<file path="config.mk">
export PLATFORM = sky130hd
export DESIGN_NAME = ltc_frame_align
export DESIGN_NICKNAME = d
export VERILOG_FILES = /design/src/rtl/ltc_frame_align.sv
export SDC_FILE = /design/constraint.sdc
export NUM_CORES = 1
export LEC_CHECK = 0
export CAP_MARGIN = 20
export CORE_UTILIZATION = 32
export CTS_BUF_LIST = sky130_fd_sc_hd__clkbuf_4
export DETAILED_ROUTE_END_ITERATION = 7
export SLEW_MARGIN = 40
export SYNTH_ARGS = -nofsm -noshare
export SYNTH_HDL_FRONTEND = slang
export SYNTH_SLANG_ARGS = --single-unit
</file>
<file path="constraint.sdc">
create_clock -name clkdiv -period 2.09 [get_ports clkdiv]
set_input_delay 0.418 -clock clkdiv [delete_from_list [all_inputs] [get_ports clkdiv]]
set_output_delay 0.418 -clock clkdiv [all_outputs]
set_load 0.1 [all_outputs]
</file>
<file path="src/rtl/ltc_frame_align.sv">
// ltc_frame_align
// ---------------------------------------------------------------------------
// Frame-lane word aligner for the LTC2175 deserialiser path (clkdiv domain).
// The controller watches the ISERDES frame word and pulses bitslip until the
// word matches FRAME_PATTERN. It then declares lock, watches for loss of lock
// and re-aligns on its own. The data-lane ISERDES share the bitslip output.
//
// Ports:
//   clkdiv      in   divided ADC clock; all logic runs on its rising edge
//   clk_reset   in   asynchronous, active-high reset
//   frame_word  in   [SER_WIDTH] deserialised frame-lane word
//   start       in   one-cycle request to (re)start alignment
//   bitslip     out  one-cycle pulse to the ISERDES BITSLIP inputs
//   aligned     out  high while locked
//   align_fail  out  high once MAX_SLIPS are used without lock (sticky)
//   slip_count  out  [$clog2(MAX_SLIPS+1)] slips issued in this attempt
//   loss_pulse  out  one-cycle pulse on loss of lock
//   err_count   out  [16] saturating count of mismatches seen while locked
//                    (present only when LTC_FRAME_ERR_CNT_EN is defined)
//
// Optional feature macro: LTC_FRAME_ERR_CNT_EN
// ---------------------------------------------------------------------------
module ltc_frame_align #(
    parameter int                   SER_WIDTH     = 8,
    parameter logic [SER_WIDTH-1:0] FRAME_PATTERN = 8'hF0,
    parameter int                   SETTLE_CYCLES = 4,
    parameter int                   MATCH_COUNT   = 16,
    parameter int                   LOSS_COUNT    = 4,
    parameter int                   MAX_SLIPS     = 16
) (
    input  logic                             clkdiv,
    input  logic                             clk_reset,
    input  logic [SER_WIDTH-1:0]             frame_word,
    input  logic                             start,
    output logic                             bitslip,
    output logic                             aligned,
    output logic                             align_fail,
    output logic [$clog2(MAX_SLIPS+1)-1:0]   slip_count,
`ifdef LTC_FRAME_ERR_CNT_EN
    output logic [15:0]                      err_count,
`endif
    output logic                             loss_pulse
);

    localparam int SCW = $clog2(MAX_SLIPS + 1);
    localparam int MCW = $clog2(MATCH_COUNT + 1);
    localparam int LCW = $clog2(LOSS_COUNT + 1);
    localparam int STW = $clog2(SETTLE_CYCLES + 1);

    localparam logic [SCW-1:0] SLIP_MAX    = SCW'(MAX_SLIPS);
    localparam logic [MCW-1:0] MATCH_LAST  = MCW'(MATCH_COUNT - 1);
    localparam logic [LCW-1:0] LOSS_LAST   = LCW'(LOSS_COUNT - 1);
    localparam logic [STW-1:0] SETTLE_LAST = STW'(SETTLE_CYCLES - 1);

    typedef enum logic [2:0] {
        IDLE,
        CHECK,
        SLIP,
        WAIT,
        LOCKED,
        FAIL
    } state_t;

    state_t         state, state_n;
    logic [MCW-1:0] match_cnt, match_n;
    logic [LCW-1:0] loss_cnt, loss_n;
    logic [STW-1:0] settle_cnt, settle_n;
    logic [SCW-1:0] slip_n;
    logic           loss_pulse_n;
    logic           word_ok;

    assign word_ok = (frame_word == FRAME_PATTERN);

    always_ff @(posedge clkdiv or posedge clk_reset) begin
        if (clk_reset) begin
            state      <= IDLE;
            match_cnt  <= '0;
            loss_cnt   <= '0;
            settle_cnt <= '0;
            slip_count <= '0;
            bitslip    <= 1'b0;
            aligned    <= 1'b0;
            align_fail <= 1'b0;
            loss_pulse <= 1'b0;
        end else begin
            state      <= state_n;
            match_cnt  <= match_n;
            loss_cnt   <= loss_n;
            settle_cnt <= settle_n;
            slip_count <= slip_n;
            // Outputs are registered copies of the next state, so each one
            // is valid for exactly the cycles spent in its state.
            bitslip    <= (state_n == SLIP);
            aligned    <= (state_n == LOCKED);
            align_fail <= (state_n == FAIL);
            loss_pulse <= loss_pulse_n;
        end
    end

    always_comb begin
        state_n      = state;
        match_n      = match_cnt;
        loss_n       = loss_cnt;
        settle_n     = settle_cnt;
        slip_n       = slip_count;
        loss_pulse_n = 1'b0;

        case (state)
            IDLE: ;
            CHECK: begin
                if (word_ok) begin
                    if (match_cnt == MATCH_LAST) begin
                        state_n = LOCKED;
                        match_n = '0;
                        loss_n  = '0;
                    end else begin
                        match_n = match_cnt + 1'b1;
                    end
                end else begin
                    match_n = '0;
                    state_n = (slip_count == SLIP_MAX) ? FAIL : SLIP;
                end
            end
            SLIP: begin
                if (slip_count != SLIP_MAX)
                    slip_n = slip_count + 1'b1;
                settle_n = '0;
                state_n  = WAIT;
            end
            WAIT: begin
                // Words arriving here predate the slip; ignore them.
                if (settle_cnt == SETTLE_LAST) begin
                    settle_n = '0;
                    state_n  = CHECK;
                end else begin
                    settle_n = settle_cnt + 1'b1;
                end
            end
            LOCKED: begin
                if (!word_ok) begin
                    if (loss_cnt == LOSS_LAST) begin
                        state_n      = CHECK;
                        loss_n       = '0;
                        match_n      = '0;
                        slip_n       = '0;
                        loss_pulse_n = 1'b1;
                    end else begin
                        loss_n = loss_cnt + 1'b1;
                    end
                end else begin
                    loss_n = '0;
                end
            end
            FAIL: ;
            default: state_n = IDLE;
        endcase

        // start wins over every other transition.
        if (start) begin
            state_n      = CHECK;
            match_n      = '0;
            loss_n       = '0;
            settle_n     = '0;
            slip_n       = '0;
            loss_pulse_n = 1'b0;
        end
    end

`ifdef LTC_FRAME_ERR_CNT_EN
    // Survives automatic re-align so software sees the full error history.
    always_ff @(posedge clkdiv or posedge clk_reset) begin
        if (clk_reset)
            err_count <= '0;
        else if (start)
            err_count <= '0;
        else if (state == LOCKED && !word_ok && err_count != 16'hFFFF)
            err_count <= err_count + 16'd1;
    end
`endif

endmodule

</file>
==> metrics.md <==
| Metric | Value |
|---|---|
| Yosys reg bits | `23` |
| H-tree Lvls | `1` |
| F_max | `0.517 GHz` |
| RSZ-0062 raised after global routing | `false` |
| Slew Limit Fails | `0` |
| Chip width | `67.1 µm` |
| Rel. slew slack | `72.4%` |
| Setup Crit Path Kind | `input port to flop` |
| Nets | `176` |
| Post-Synth XOR/XNOR Area | `0%` |
| # Max-Cap Violations | `0` |
| Worst-path clk slew | `0.14 ns` |
| Global-route usage over all layers | `15.0%` |
| TritonCTS Sinks | `23` |
| Sequential share of the synthesized area | `42.4%` |
| Startpoint types | `input port` |
| Placed instance area | `1650 µm²` |
| Port Buf Inserts | `19` |
| Endpoints failing setup | `0` |
| Yosys warns | `0` |
| CTS root buf | `clkbuf_4` |
| Status | `finished, final reports clean` |
| Die area | `4510 µm²` |
| Final Cycle Share | `92.6%` |
| Die Span Y | `67.1 µm` |
| Row count | `23` |
| Syn Inst Count | `129` |
| Predominant post-synthesis flop cell | `dfrtp_1` |
| Main combinational cell family by area after synthesis | `simple AND/OR/NAND/NOR gates` |
| Number of placed instances, taps included | `205` |
| Pwr Density | `487 nW/µm²` |
| Post-Synth Adder-Cell Area | `4.61%` |
| P_leak | `0.000723 µW` |
| Vias in the first global route | `1142` |
| Core area | `4030 µm²` |
| Initial Utilization | `33.7%` |
| Min-delay worst type | `input port to asynchronous set/reset pin` |
| Power, Total | `816 µW` |
| Initial antenna violation count | `0` |
| Mux contribution to synthesized area | `1.11%` |
| CTS Buffer Depth | `2` |
| Worst Max-Slew Pin Slew | `0.413 ns` |
| Worst skew pair latency | `0.32 ns` |
| Diode count | `0` |
| Grt ovf | `0` |
| Non-filler cells, final | `209` |
| GPL Wtd Cong | `0.865` |
| Crit path required time | `2.31 ns` |
| First-pass GRT wire length | `5090 µm` |
| Area growth, synth to finish | `23.3%` |
| Setup Fix Bufs, Post-CTS | `0` |
| Layout cells sized above 1 | `25.8%` |
| Hold buffer count at CTS | `0` |
| DRC Markers | `0` |
| Antenna viol nets, final | `0` |
| WL per Instance | `14.1 µm` |
| Synth unique cells | `45` |
| Via count | `1125` |
| VDD IR max | `0.000238 V` |
| CTS tree | `done` |
| Simple-Gate Fraction of Synth Area | `34.5%` |
| Hold Fails Final Rpt | `0` |
| Post-synthesis compound-gate area fraction | `14.9%` |
| CP arrival | `2.15 ns` |
| Clock Skew | `0.00895 ns` |
| Largest net degree at the start of global routing | `24` |
| Fin crit period | `1.94 ns` |
| DR iter-0 viols | `41` |
| CP Max Fanout | `7` |
| Crit. End Element | `flop` |
| Syn_nets | `145` |
| Mapped cell area | `1360 µm²` |
| DR pass1 iterations | `4` |
| Final HPWL DP | `2260 µm` |
| Number of synthesized flops with an enable pin | `0` |
| Post-CTS Resized | `0` |
| IO Pins | `20` |
| Design area | `1670 µm²` |
| Syn Area/Cell | `10.5 µm²` |
| Vias per cell | `5.38` |
| TritonCTS buffer count | `3` |
| Routed WL | `2940 µm` |
| Async SR Flop Fraction | `100%` |
[synthesized netlist by cell type (all sizes together) (2+ instances only)]
library cell	instances	area share, %
and3b	2	1.3
a21boi	2	1.4
o211ai	2	2.1
clkbuf	2	0.55
nor2b	4	1.8
nand2b	4	1.8
a21oi	5	1.8
nor3	3	1.9
o21a	2	1.2
nand4	5	3.4
nand4b	4	2.6
nor2	6	1.8
nand3	19	7.0
nand2	5	1.4
inv	4	1.1
nor3b	4	4.1
ha	5	4.6
dfrtp	23	42
or3	3	1.4
o21ai	7	3.1
nor4	3	2.5
a31oi	2	0.92
[kinds of logic after synthesis]
family	count (synthesis)
AND/OR/NAND/NOR	67
AO/OA/AOI/OAI	26
flip-flops	23
buffers and inverters	7
adder cells (fa/ha/maj)	5
multiplexers	1
[flip-flops by register name (all words and copies together) (netlist names)]
| signal | cells |
|---|---|
| loss_cnt | 3 |
| settle_cnt | 3 |
| match_cnt | 5 |
| state | 3 |
| loss_pulse | 1 |
| aligned | 1 |
| align_fail | 1 |
| bitslip | 1 |
| slip_count | 5 |
[where the power goes]
| group | switching [µW] | internal, µW |
|---|---|---|
| Sequential | 14.5 | 455 |
| Clock | 142 | 71.8 |
| Combinational | 79.5 | 53.1 |
| Total | 236 | 580 |
[cells in the final DEF (no fill, tap or decap), drive strengths merged, types with 4 or more instances in the layout]
master / n
o21ai: 7
dfrtp: 23
nor3b: 4
ha: 5
nor2: 6
a21oi: 5
clkdlybuf4s50: 10
nand2b: 4
buf: 19
nor2b: 4
nand3: 19
inv: 4
nand4: 5
nand2: 5
nand4b: 4
[cell type report]
cell class              count  area (µm²)
clock inverters             1        5.00
fillers                   409        2350
inverters                   4        15.0
flip-flops and latches     23         578
multi-input cells          99         748
well taps                  50        62.6
clock buffers               3        22.5
repair buffers             29         243
[final timing paths]
| kind | endpoint | start | slack (ns) | depth (start not counted) |
|---|---|---|---|---|
| max in group asynchronous | slip_count[0]$_DFFE_PP0P_ | clk_reset | 1.41 | 3 |
| worst max register to register | aligned$_DFF_PP0_ | slip_count[0]$_DFFE_PP0P_ | 0.33 | 7 |
| min in group clkdiv | loss_cnt[2]$_DFFE_PP0P_ | loss_cnt[2]$_DFFE_PP0P_ | 0.50 | 1 |
| worst min register to register | loss_cnt[2]$_DFFE_PP0P_ | loss_cnt[2]$_DFFE_PP0P_ | 0.50 | 1 |
| worst min-delay path | slip_count[2]$_DFFE_PP0P_ | clk_reset | 0.43 | 3 |
| worst max-delay path | loss_cnt[0]$_DFFE_PP0P_ | frame_word[1] | 0.15 | 5 |
[critical path: stages]
cell,delay (ns)
clkdlybuf4s50_1,0.40
or4_4,0.63
nor4_4,0.32
a21boi_2,0.12
mux2_4,0.27
[routing by layer]
metal | global-route usage (%) | share of wire, %
met3 | 4.73 | 4.9
met4 | 4.52 | 1.1
met2 | 25.8 | 50
met5 | 0 | 0
met1 | 17.8 | 44
[per-stage QoR]
stage          utilization (%)  TNS (ns)  hold WS [ns]  setup WS [ns]
2_1_floorplan                -         0         0.420         0.0939
3_3_place_gp              40.9     -1.04         0.472         -0.151
3_5_place_dp              40.9     -1.44         0.478         -0.203
4_1_cts                   41.6         0         0.442          0.159
5_1_grt                   41.6         0         0.449          0.134
6_report                  41.6         0         0.427          0.155
Power figures use the tool's default switching activity.
